## config.mk

```make
export PLATFORM = sky130hd
export DESIGN_NAME = rr_packet_mux
export DESIGN_NICKNAME = d
export VERILOG_FILES = /design/src/rtl/rr_pkg.sv /design/src/rtl/rr_skid_fifo.sv /design/src/rtl/rr_packet_mux.sv
export SDC_FILE = /design/constraint.sdc
export NUM_CORES = 1
export LEC_CHECK = 0
export CORE_ASPECT_RATIO = 1.4
export CORE_MARGIN = 5
export CORE_UTILIZATION = 35
export CTS_BUF_LIST = sky130_fd_sc_hd__clkbuf_2
export DETAILED_ROUTE_END_ITERATION = 8
export PLACE_DENSITY = 0.68
export SLEW_MARGIN = 10
export SYNTH_ARGS = -nofsm -noshare
export SYNTH_HDL_FRONTEND = slang
export SYNTH_SLANG_ARGS = --single-unit
export TNS_END_PERCENT = 5
```

## constraint.sdc

```tcl
create_clock -name i_clk -period 2.24 [get_ports i_clk]
set_clock_uncertainty 0.05 [all_clocks]
set_input_delay 0.336 -clock i_clk [delete_from_list [all_inputs] [get_ports i_clk]]
set_output_delay 0.336 -clock i_clk [all_outputs]
set_load 0.1 [all_outputs]
```

## src/rtl/rr_pkg.sv

```systemverilog
// Shared types and constants for the round-robin packet mux data stage.
package rr_pkg;

  typedef enum logic {ST_IDLE, ST_LOCKED} rr_state_t;

  localparam logic [1:0] RR_DEPTH = 2'd2;

endpackage

```

## src/rtl/rr_skid_fifo.sv

```systemverilog
// Two-entry synchronous FIFO; push is dropped when full, pop when empty.
module rr_skid_fifo
  import rr_pkg::*;
#(
  parameter int WIDTH = 33
) (
  input  logic             i_clk,
  input  logic             i_reset_n,
  input  logic             i_push,
  input  logic             i_pop,
  input  logic [WIDTH-1:0] i_data,
  output logic [WIDTH-1:0] o_data,
  output logic [1:0]       o_count
);

  logic [WIDTH-1:0] mem_r [2];
  logic             wr_ptr_r;
  logic             rd_ptr_r;
  logic [1:0]       count_r;
  logic             push_ok_s;
  logic             pop_ok_s;

  // Full blocks a push even when a pop frees a slot in the same cycle.
  assign push_ok_s = i_push & (count_r != RR_DEPTH);
  assign pop_ok_s  = i_pop & (count_r != 2'd0);

  // Storage, pointers and occupancy.
  always_ff @(posedge i_clk or negedge i_reset_n) begin
    if (!i_reset_n) begin
      mem_r[0] <= {WIDTH{1'b0}};
      mem_r[1] <= {WIDTH{1'b0}};
      wr_ptr_r <= 1'b0;
      rd_ptr_r <= 1'b0;
      count_r  <= 2'd0;
    end else begin
      if (push_ok_s) begin
        mem_r[wr_ptr_r] <= i_data;
        wr_ptr_r        <= ~wr_ptr_r;
      end
      if (pop_ok_s) begin
        rd_ptr_r <= ~rd_ptr_r;
      end
      case ({push_ok_s, pop_ok_s})
        2'b10:   count_r <= count_r + 2'd1;
        2'b01:   count_r <= count_r - 2'd1;
        default: count_r <= count_r;
      endcase
    end
  end

  assign o_data  = (count_r != 2'd0) ? mem_r[rd_ptr_r] : {WIDTH{1'b0}};
  assign o_count = count_r;

endmodule

```

## src/rtl/rr_packet_mux.sv

```systemverilog
// Steers the granted master's packet into a 2-entry buffer toward the slave,
// holding the grant until the last beat and then pulsing o_grant_adv.
module rr_packet_mux
  import rr_pkg::*;
#(
  parameter  int PORTS_N = 3,
  parameter  int DATA_W  = 32,
  localparam int PORTS_W = $clog2(PORTS_N)
) (
  input  logic               i_clk,
  input  logic               i_reset_n,
  input  logic               i_grant_valid,
  input  logic [PORTS_W-1:0] i_grant_idx,
  output logic               o_grant_adv,
  input  logic [PORTS_N-1:0] i_master_valid,
  input  logic [DATA_W-1:0]  i_master_data [PORTS_N],
  input  logic [PORTS_N-1:0] i_master_last,
  output logic [PORTS_N-1:0] o_master_ready,
  output logic               o_slave_valid,
  output logic [DATA_W-1:0]  o_slave_data,
  output logic               o_slave_last,
  input  logic               i_slave_ready,
  output logic               o_busy
);

  typedef struct packed {
    logic [DATA_W-1:0] data;
    logic              last;
  } rr_beat_t;

  localparam logic [PORTS_W:0] PORTS_N_L = (PORTS_W + 1)'(PORTS_N);

  rr_state_t          state_r;
  logic [PORTS_W-1:0] lock_idx_r;
  logic               grant_adv_r;
  logic               sel_valid_s;
  logic [PORTS_W-1:0] sel_idx_s;
  logic [PORTS_N-1:0] master_ready_s;
  logic               push_s;
  logic               push_last_s;
  logic               pop_s;
  logic [1:0]         count_s;
  rr_beat_t           push_beat_s;
  rr_beat_t           head_beat_s;

  // Port selection: the lock owns the mux; otherwise an in-range grant does.
  always_comb begin
    sel_valid_s = 1'b0;
    sel_idx_s   = {PORTS_W{1'b0}};
    if (state_r == ST_LOCKED) begin
      sel_valid_s = 1'b1;
      sel_idx_s   = lock_idx_r;
    end else if (i_grant_valid && ({1'b0, i_grant_idx} < PORTS_N_L)) begin
      sel_valid_s = 1'b1;
      sel_idx_s   = i_grant_idx;
    end else begin
      sel_valid_s = 1'b0;
      sel_idx_s   = {PORTS_W{1'b0}};
    end
  end

  // One-hot ready decode from registered occupancy, independent of valid.
  always_comb begin
    master_ready_s = {PORTS_N{1'b0}};
    if (sel_valid_s && (count_s < RR_DEPTH)) begin
      master_ready_s[sel_idx_s] = 1'b1;
    end else begin
      master_ready_s = {PORTS_N{1'b0}};
    end
  end

  assign push_s           = sel_valid_s & (count_s < RR_DEPTH) & i_master_valid[sel_idx_s];
  assign push_last_s      = i_master_last[sel_idx_s];
  assign push_beat_s.data = i_master_data[sel_idx_s];
  assign push_beat_s.last = push_last_s;
  assign pop_s            = o_slave_valid & i_slave_ready;

  rr_skid_fifo #(
    .WIDTH ($bits(rr_beat_t))
  ) u_fifo (
    .i_clk     (i_clk),
    .i_reset_n (i_reset_n),
    .i_push    (push_s),
    .i_pop     (pop_s),
    .i_data    (push_beat_s),
    .o_data    (head_beat_s),
    .o_count   (count_s)
  );

  // Packet lock FSM with registered grant-advance pulse.
  always_ff @(posedge i_clk or negedge i_reset_n) begin
    if (!i_reset_n) begin
      state_r     <= ST_IDLE;
      lock_idx_r  <= {PORTS_W{1'b0}};
      grant_adv_r <= 1'b0;
    end else begin
      grant_adv_r <= 1'b0;
      case (state_r)
        ST_IDLE: begin
          if (push_s) begin
            if (push_last_s) begin
              grant_adv_r <= 1'b1;
            end else begin
              state_r    <= ST_LOCKED;
              lock_idx_r <= i_grant_idx;
            end
          end
        end
        ST_LOCKED: begin
          if (push_s && push_last_s) begin
            state_r     <= ST_IDLE;
            grant_adv_r <= 1'b1;
          end
        end
        default: begin
          state_r <= ST_IDLE;
        end
      endcase
    end
  end

  assign o_master_ready = master_ready_s;
  assign o_grant_adv    = grant_adv_r;
  assign o_slave_valid  = (count_s != 2'd0);
  assign o_slave_data   = head_beat_s.data;
  assign o_slave_last   = head_beat_s.last;
  assign o_busy         = (state_r == ST_LOCKED) | (count_s != 2'd0);

endmodule
```

==> flow_results.org, run 1 <==
** Worst setup path
- The worst setup path is of the reg2out kind.
- For flop-to-flop paths, the worst setup slack is -130 ps.
- Endpoint arrival time on the critical path :: 1990 ps
- STA classifies the critical path endpoint as an output pin.
- Critical Path Fanout Max :: 4
- STA classifies the critical path startpoint as a register.
- The worst register-to-register path has a depth of 8.
- Required time reported for the critical path endpoint :: between 1500 and 2000 ps
- End of the worst register-to-register path :: u_fifo.mem_r[46]

** Outcome
- The flow ran to the end, but the final reports show violations.
- Failing checks :: negative setup slack

** Global routing
- Wire length of the first global-routing pass :: about 18000 um
- Vias in the first global route :: 3713
- Global routing finished with a remaining overflow of 0.
- Across every metal layer, demand over resource in global routing totals 0.170.
- Number of antenna violations at the first check in global routing :: 1
- Entering global routing, the biggest net connects 56 pins.

** Drt
- Dividing the detail-routed wire length by the instance count gives 17.4 um.
- Initial DRC count :: 122
- After detailed routing, the number of vias per cell comes to 4.97.
- After detailed routing, the total wire length is 11900 um.
- After detailed routing, the number of remaining DRC violations is 0.
- In this run the remaining antenna-violating nets after routing total 0.
- First-pass detailed-route iteration total :: 4
- Detailed routing inserted a total of approximately 3400 vias.

** Final layout
- Fraction of final layout cells sized beyond drive strength 1 :: 0.382
- Area overhead of the layout relative to synthesis :: 66.3%
- After filler insertion, the fill cell instance count of the layout stands at 948.
- At the end of the flow, the number of nets in the layout was 641.
- Leading cell types in the layout, fill and taps excluded :: clkdlybuf4s50_1 (106), dfrtp_1 (72), nand2_1 (67)
- With fillers left out, the area of the finished cells amounts to 6800 um^2.
- Most common library cell in the layout ignoring fill and taps :: clkdlybuf4s50_1

** Clock tree
- CTS tree :: done
- Max clock buf depth :: 2
- Clock buffers created by TritonCTS :: 9
- Clock-pin transition on the worst setup and hold timing paths :: 240 ps
- Later-pin clock latency in the skew report :: 510 ps
- Counting every sink on the clock net gives 74.
- The H-tree was split into 3 levels.
- The tree is rooted in a clkbuf_2.

** Placement
- During placement, the flow inserted port buffers numbering ~150.
- Once placement finished, the instance area stood at between 6000 and 7000 um^2.
- After legalization and detailed placement, the total HPWL measured 8470 um.
- Placer congestion estimate :: 0.822

** Synth
- Top FF cell, synth :: dfrtp_1
- The Yosys step of the flow raised 0 warnings.
- Syn avg cell area :: 11.1 um^2
- In the synthesized netlist, the number of instances is 369.
- Netlist cell types :: 33
- Sequential cell area fraction in the yosys report :: 0.453
- Post-Syn Nets :: 478
- EDFF count, synth :: 0
- In this run the cell area of the synthesized design comes to 4090 um^2.
- The synthesized design contains 74 register bits.
- For this run, asynchronously set or reset flops after synthesis account for 1.00.

** Die
- The floorplan has 46 rows.
- Height of the chip :: between 100 and 150 um
- Initial Utilization :: 0.359
- From left edge to right edge, the die measures roughly 100 um.
- Core ar. :: 11400 um^2
- The die covers 14000 um^2.
- roughly 150 I/O pins were placed.

** Flow run
- Across the run, the number of max-cap violations was 0.

** Timing
- Once routing completed, OpenROAD measured the worst setup slack at -134 ps.
- Headroom to the max-slew limit came out at 0.524.
- Final TNS setup :: -5960 ps
- Of the available clock period, the critical path in the final layout requires 1.06.
- The final count of hold timing violations is 0.
- Total count of max-transition violations in the final report :: 0
- At the pin with the least slew margin, the transition time is between 700 and 800 ps.
- Timing would allow up to 0.421 GHz.
- Subtracting the final worst setup slack from the clock period gives 2370 ps.
- Final setup viols :: 96
- RSZ-0062 raised after global routing :: true

** Worst hold path
- Path class of the lowest-slack min-delay path :: in2async
==> cells in the mapped netlist (2+ instances only) <==
library cell  instances  area (um^2)
nand2_1              67          251
buf_6                 5         56.3
o21ai_0               3         15.0
dfrtp_1              74         1850
or4bb_1               2         22.5
a22oi_1              32          240
nand3b_1              2         15.0
nand2b_1              3         18.8
mux2_4               29          435
buf_4                 3         22.5
xnor2_1               3         26.3
clkbuf_1             15         56.3
xor2_1                3         26.3
mux2_2               36          405
mux2_1                2         22.5
a21oi_1               3         15.0
inv_1                 3         11.3
mux2i_1              33          330
nor2_1               36          135
or4b_1                2         20.0
==> state kept, by name (all words and copies together), names as in the netlist, named ones only <==
| register | cells |
|---|---|
| o_grant_adv | 1 |
| u_fifo.rd_ptr_r | 1 |
| u_fifo.wr_ptr_r | 1 |
| lock_idx_r | 2 |
| u_fifo.o_count | 2 |
| u_fifo.mem_r | 66 |
==> metrics by stage <==
stage	hold WS [ps]	setup slack [ps]	std cells	util
final	311	-134	682	0.597
after global routing	316	-208	682	0.597
after floorplan	-9.59	-492	369	-
after detailed placement	383	-365	656	0.554
after CTS	282	-182	676	0.575
after global placement	372	-321	656	0.554
==> cells by family (layout without fill, tap and decap cells) <==
kind of cell / count (synthesis) / after routing / synth area share
and+or+nand+nor: 115 / 115 / 0.118
muxes: 100 / 100 / 0.292
AOI/OAI and AO/OA: 45 / 45 / 0.0830
buffers and inverters: 28 / 196 / 0.0380
adders and majority gates: 1 / 1 / 0.00306
DFF: 74 / 74 / 0.453
other: 0 / 1 / 0
xor gates and xnor gates: 6 / 6 / 0.0129
==> cell type report <==
class,instances,area [um^2],area share
clock buffers,9,45.0,0.00663
inverters,3,11.3,0.00166
repair buffers,177,2170,0.319
flip-flops and latches,74,1850,0.273
diodes,1,2.50,0.000368
multi-input cells,267,2410,0.355
clock inverters,7,125,0.0184
well taps,144,180,0.0265
==> routing by layer <==
layer | GRT usage | up-vias | share of wire
li1 | - | 1617 | -
met1 | 0.191 | 1655 | 0.39
met2 | 0.309 | 101 | 0.54
met3 | 0.0342 | 19 | 0.048
met4 | 0.0687 | 0 | 0.024
met5 | 0 | - | 0
==> worst max-delay path: stages (launching register included) <==
cell and delay (ps):
dfrtp_2 480, or4bb_4 540, buf_6 140, a21oi_4 130
buf_12 190
==> worst max path at each step <==
stage	cells after the start	start	endpoint
after floorplan	8	u_fifo.o_count[1]	u_fifo.mem_r[10]
after global placement	7	i_grant_idx[0]	u_fifo.mem_r[44]
after detailed placement	7	i_grant_idx[0]	u_fifo.mem_r[40]
after CTS	4	register	o_master_ready[1]
after global routing	4	register	o_master_ready[1]
final	4	register	o_master_ready[1]
==> what timing repair did <==
action                                  CTS  global route
endpoints found under the setup margin   37           104
endpoints found under the hold margin    53             0
hold buffers                              1             0
resized for setup                         8            51
pin swaps                                 3            10
setup buffers                             3             5
Power of run 1 is left out: the tool's default activity adds up to more than one toggle a clock period on the data nets, which glitch-free logic cannot reach.
==> inputs of run 2 (changes only) <==
Settings changed: ABC_CLOCK_PERIOD_IN_PS set to 2240, CELL_PAD_IN_SITES_DETAIL_PLACEMENT set to 0, CELL_PAD_IN_SITES_GLOBAL_PLACEMENT set to 1, CORE_UTILIZATION 35 to 32, PLACE_DENSITY 0.68 to not set, PLACE_DENSITY_LB_ADDON set to 0.1.
==> run 2 against run 1 <==
The flow still finishes with violations (negative setup slack). Worst setup slack lost 24 ps. Design area shrank 0.99%. Non-clock buffer count grew 1. Die area grew 8.6%. Count of clock-buffer cells in the layout is the same. Register-to-register slack gained 120 ps. Critical path depth is the same. Routed wire length grew 2.0%. Via count shrank 0.91%.
==> flow_results.org, run 2 (synthesized netlist as in run 1, its figures left out) <==
** Outcome
- Result of the run :: finished with violations
- The checks that failed: negative setup slack.

** Die
- Number of top-level pins :: about 150
- For this configuration, the core starts out at a cell density of 0.322.
- Height of the chip :: approximately 140 um
- Std-Cell Rows :: 49
- The total area inside the core boundary comes to 12700 um^2.
- Area of the die :: 15200 um^2
- Die Wd :: 106 um

** Worst setup path
- The worst setup path is captured at an output pin.
- For the worst setup path, the data required time is 1850 ps.
- Start-to-end type of the worst setup path :: reg2out
- On the worst path, the slowest cell contributes a delay of 560 ps.
- Sort of element at the start of the critical path :: register
- For this design, the slowest cell found on the critical path is or4bb_4.
- Endpoint arrival time on the critical path :: 2010 ps
- Cell-by-cell trace of the critical path :: or4bb_4 > buf_6 > a21oi_4 > buf_12
- In this run the worst path has a maximum fanout of 4.

** Drt
- Total DRC errors in the routed layout :: 0
- The final route contains 3361 vias.
- Avg Vias per Cell :: 4.86
- In the final routed layout, each cell accounts on average for 17.5 um.
- Detail Route Antenna Nets :: 0
- Initial DRC count :: 113
- For this run, the detailed router's first-pass iteration total came to 4.
- Total routed wirelength :: 12100 um

** Clock tree
- For this design, the sink count on the clock tree is 74.
- The clock tree synthesis step divided the H-tree into 3 levels.
- The clock passes through at most 2 buffers.
- The cell sitting at the root of the clock tree is a clkbuf_2.
- Clock latency on the worst-skew pair, taken at its later pin, is 520 ps.
- Clock-pin transition on the worst setup and hold timing paths :: 220 ps
- CTS tree :: done
- Clock buffers created by TritonCTS :: 9

** Timing
- Post-route clock period utilization :: 1.07
- Relative slew slack :: 0.632
- Final critical-path required period :: roughly 2400 ps
- The final count of hold timing violations came to 0.
- Setup repair after global routing could not meet its margin everywhere.
- In the post-route analysis, the smallest setup slack over all paths is -157 ps.
- Final setup viols :: 7
- The max-slew violation count came to 0.
- Transition time at the pin with the least slew margin :: 552 ps
- Maximum clock rate :: roughly 0.42 GHz

** Final layout
- From synthesis to final layout, the design area changed by 64.6%.
- Most common library cell in the layout ignoring fill and taps :: clkdlybuf4s50_1
- Max FFs per register :: 66
- The finished cells cover around 6700 um^2.
- At the end of the flow, the number of nets in the layout was 642.
- Leading cell types in the layout, fill and taps excluded :: clkdlybuf4s50_1 (106), dfrtp_1 (73), nand2_1 (67)
- Top register by number of flip-flops :: u_fifo.mem_r
- In the final layout, the share of cells above drive strength 1 is 0.375.

** Global routing
- Vias in the first global route :: ~3600
- Maximum number of pins on one net before global-route repair :: 42
- Number of antenna violations at the first check in global routing :: 1
- Overall fraction of global-route tracks in use :: 0.158
- The first global-routing pass estimated approximately 19000 um of wire.
- Global route overflow :: 0

** Placement
- In this run the tool buffered the top-level ports with around 150 buffer cells.
- The wire-length estimate of the detail-placed layout is 8590 um.
- Placement-stage cell area :: 6350 um^2
- At the end of routability-driven placement, the weighted congestion stood at 0.829.

** Flow run
- The tool flagged a number of max-cap violations equal to 0.

** Worst hold path
- The tightest min-delay check is of the in2async type.
## run 2: cell types whose count changed in the layout (fill, tap and decap cells not counted), sizes merged
cell	delta
buf	-1
clkbuf	+2
inv	+2
bufinv	-3
clkinv	-1
clkinvlp	+2
## run 2: path summary, 6_finish.rpt
kind	startpoint	to	slack, ps	cells past startpoint
worst max-delay path	register	o_master_ready[1]	-160	4
worst min-delay path	i_reset_n	u_fifo.mem_r[27]	230	2
worst max register to register	register	u_fifo.mem_r[18]	-10	7
worst min register to register	u_fifo.mem_r[50]	u_fifo.mem_r[50]	470	1
max in group asynchronous	i_reset_n	u_fifo.mem_r[30]	1320	3
min in group i_clk	i_master_data[39]	u_fifo.mem_r[41]	420	4
## run 2: timing repair
action                                  CTS  global route
gates cloned                              0             2
pin swaps                                 3            14
endpoints found under the setup margin   35            92
setup buffers                             0             6
resized for setup                         9            26
hold endpoints to repair                 40             0
hold buffers                              1             0
## run 2: routing by layer
metal	global-route usage	vias up	part of all wire
li1	-	1618	-
met1	0.186	1646	0.42
met2	0.285	82	0.53
met3	0.0283	15	0.037
met4	0.0628	0	0.020
met5	0	-	0
## run 2: stage by stage
stage | util | std cells | hold WS (ps) | TNS, ps | setup WS (ps)
floorplan | - | 369 | -9.59 | -37270 | -492
global placement | 0.501 | 667 | 308 | -21810 | -388
detailed placement | 0.501 | 667 | 309 | -25350 | -429
CTS | 0.513 | 684 | 200 | -1780 | -231
global route | 0.530 | 692 | 246 | -5580 | -250
finish | 0.530 | 692 | 231 | -462 | -157
## run 2: layout make-up
class | count | area, um^2
fillers | 1153 | 5960
clock inverters | 7 | 58.8
repair buffers | 178 | 2220
well taps | 153 | 191
diodes | 1 | 2.50
flip-flops and latches | 74 | 1860
clock buffers | 9 | 45.0
multi-input cells | 267 | 2340
inverters | 3 | 11.3
## run 2: worst max-delay path, delay by kind of cell, from the launching register on
family | cells | cell delay (ps)
simple gates | 1 | 560
flops | 1 | 460
buf+inv | 2 | 330
compound gates | 1 | 140
Power of run 2 is left out for the same reason.
==> inputs of run 3 (changes only) <==
Settings changed: CTS_BUF_LIST sky130_fd_sc_hd__clkbuf_2 to sky130_fd_sc_hd__clkbuf_2 sky130_fd_sc_hd__clkbuf_4 sky130_fd_sc_hd__clkbuf_8.
==> run 3 against run 2 <==
The flow now finishes without violations. Die area stayed put. Non-clock buffer count is 5 lower. Count of clock-buffer cells in the layout stayed put. Routed wire length is 3.7% lower.
==> flow_results.org, run 3 (synthesized netlist as in run 1, its figures left out) <==
** Global routing
- Summed over all layers, the global routing overflow is 0.
- Maximum number of pins on one net before global-route repair :: 42
- The number of antenna violations at the first check in global routing was 0.
- Wire length of the first global-routing pass :: roughly 19000 um
- For this run, the total global-route usage over all layers was measured as 0.158.
- Vias in the first global route :: ~3600

** Worst setup path
- STA puts the critical path data arrival time at 1790 ps.
- Type of element capturing the critical path :: output pin
- The worst register-to-register path has a setup slack of 60 ps.
- The signal on the critical path passes through or4bb_4 > buf_4 > a21oi_4 > buf_12.
- Critical Path Fanout Max :: 4
- Required time reported for the critical path endpoint :: 1850 ps
- In this design, the stage delay of the slowest critical-path cell is 550 ps.
- Start-to-end type of the worst setup path :: reg2out
- Sort of element at the start of the critical path :: register
- Count of cells along the worst register-to-register path :: 6
- For this design, the slowest cell found on the critical path is or4bb_4.
- Timing endpoint of the critical path :: o_master_ready[2]
- The worst register-to-register path ends at u_fifo.mem_r[40].

** Clock tree
- H-tree levels :: 3
- Clock-pin slew was measured on the worst setup and hold paths at around 80 ps.
- CTS tree :: done
- The tree is rooted in a clkbuf_8.
- Later-pin clock latency in the skew report :: 340 ps
- The clock drives 74 sinks.
- The clock passes through at most 2 buffers.
- Clock buffers created by TritonCTS :: 9

** Final layout
- The multi-input combinational cells in the finished layout cover a total of 2230 um^2.
- The top cell types in the final layout, fill and taps aside, are clkdlybuf4s50_1 (103), dfrtp_1 (73), nand2_1 (67).
- Area overhead of the layout relative to synthesis :: 61.1%
- Fill cell instance count of the final layout :: 1165
- The register with the most flip-flops in the layout has 66 of them.
- Footprint of the flip-flops and latches :: 1850 um^2
- Utilization after layout :: 0.519
- Number of nets in the layout :: around 640
- The library cell used most frequently in the layout, excluding fill and tap cells, is clkdlybuf4s50_1.
- 0 antenna diodes ended up in the layout.
- Post-route cell area :: 6590 um^2
- Of the cells placed in the final design, the portion with a size suffix greater than 1 is 0.356.
- Top register by number of flip-flops :: u_fifo.mem_r

** Timing
- The max-slew violation count came to 0.
- For this run, the top clock speed supported by timing is 0.459 GHz.
- In the finished design, the share of the clock period the worst path needs comes to 0.972.
- Setup violations remaining at the end of the flow were counted as 0.
- Transition time at the pin with the least slew margin :: 558 ps
- The tightest hold path in the finished design has a slack of 438 ps.
- Final Hold Violating Endpoints :: 0
- Relative slew slack :: 0.628
- Final critical-path required period :: between 2000 and 2500 ps
- Setup repair after global routing could not meet its margin everywhere.
- Setup total negative slack on the finished layout was measured at 0 ps.

** Drt
- For this block, the initial DRC count from the detailed router was 81.
- Total routed wirelength :: 11700 um
- The first TritonRoute pass finished after 4 iterations.
- Vias :: 3342
- Total DRC errors in the routed layout :: 0
- Avg Vias per Cell :: 4.87
- Detail Route Antenna Nets :: 0
- Wire length per cell :: 17.0 um

** Die
- Std-Cell Rows :: 49
- Number of top-level pins :: between 100 and 150
- From bottom edge to top edge, the die measures 144 um.
- Area of the die :: 15200 um^2
- The core region is between 10000 and 15000 um^2.
- For this configuration, the core starts out at a cell density of 0.322.
- The die is around 110 um wide.

** Placement
- Count of input and output buffers :: ~150
- After detailed placement, the total cell area comes to between 6000 and 7000 um^2.
- Placer congestion estimate :: approximately 0.83
- Hpwl dp :: between 8000 and 9000 um

** Worst hold path
- Hold path cells :: 2
- In this run the worst hold path is classified as in2reg.

** Outcome
- Result of the run :: finished, final reports clean

** Flow run
- Max-cap violations in this run came to 0.
run 3: worst max-delay path, delay by kind of cell, from the launching register on:
family | cells | cell delay (ps)
AO/OA/AOI/OAI | 1 | 130
buffers and inverters | 2 | 350
flip-flops | 1 | 420
AND/OR/NAND/NOR | 1 | 550
run 3: per-layer routing:
layer / track usage / vias to the layer above / part of all wire
met5: 0 / - / 0
met4: 0.0484 / 0 / 0.013
met3: 0.0378 / 9 / 0.043
met2: 0.286 / 81 / 0.53
met1: 0.186 / 1642 / 0.41
li1: - / 1610 / -
run 3: through the flow:
stage | setup slack (ps) | std cells
final | 63.1 | 686
after global routing | -20.0 | 686
after CTS | 3.05 | 684
after detailed placement | -429 | 667
after global placement | -388 | 667
after floorplan | -492 | 369
run 3: layout make-up:
type	instances	share of cell area
Sequential cell	74	0.281
Clock buffer	9	0.0188
Tap cell	153	0.0291
Inverter	3	0.00171
Timing Repair Buffer	173	0.321
Multi-Input combinational cell	267	0.339
Clock inverter	7	0.00893
run 3: how the worst min path moves through the flow:
stage | end | slack (ps) | startpoint
floorplan | asynchronous set/reset pin | -10 | i_reset_n
global placement | u_fifo.mem_r[27] | 310 | i_reset_n
detailed placement | u_fifo.mem_r[27] | 310 | i_reset_n
CTS | lock_idx_r[1] | 420 | i_grant_idx[1]
global route | lock_idx_r[0] | 440 | i_grant_idx[0]
finish | lock_idx_r[1] | 440 | i_grant_idx[1]
run 3: timing repair:
action	4_1_cts	5_1_grt
endpoints found under the hold margin	40	0
setup buffers	0	2
gates resized for setup	7	1
setup endpoints to repair	7	54
hold buffers	1	0
pin swaps	2	3
Power of run 3 is left out for the same reason.
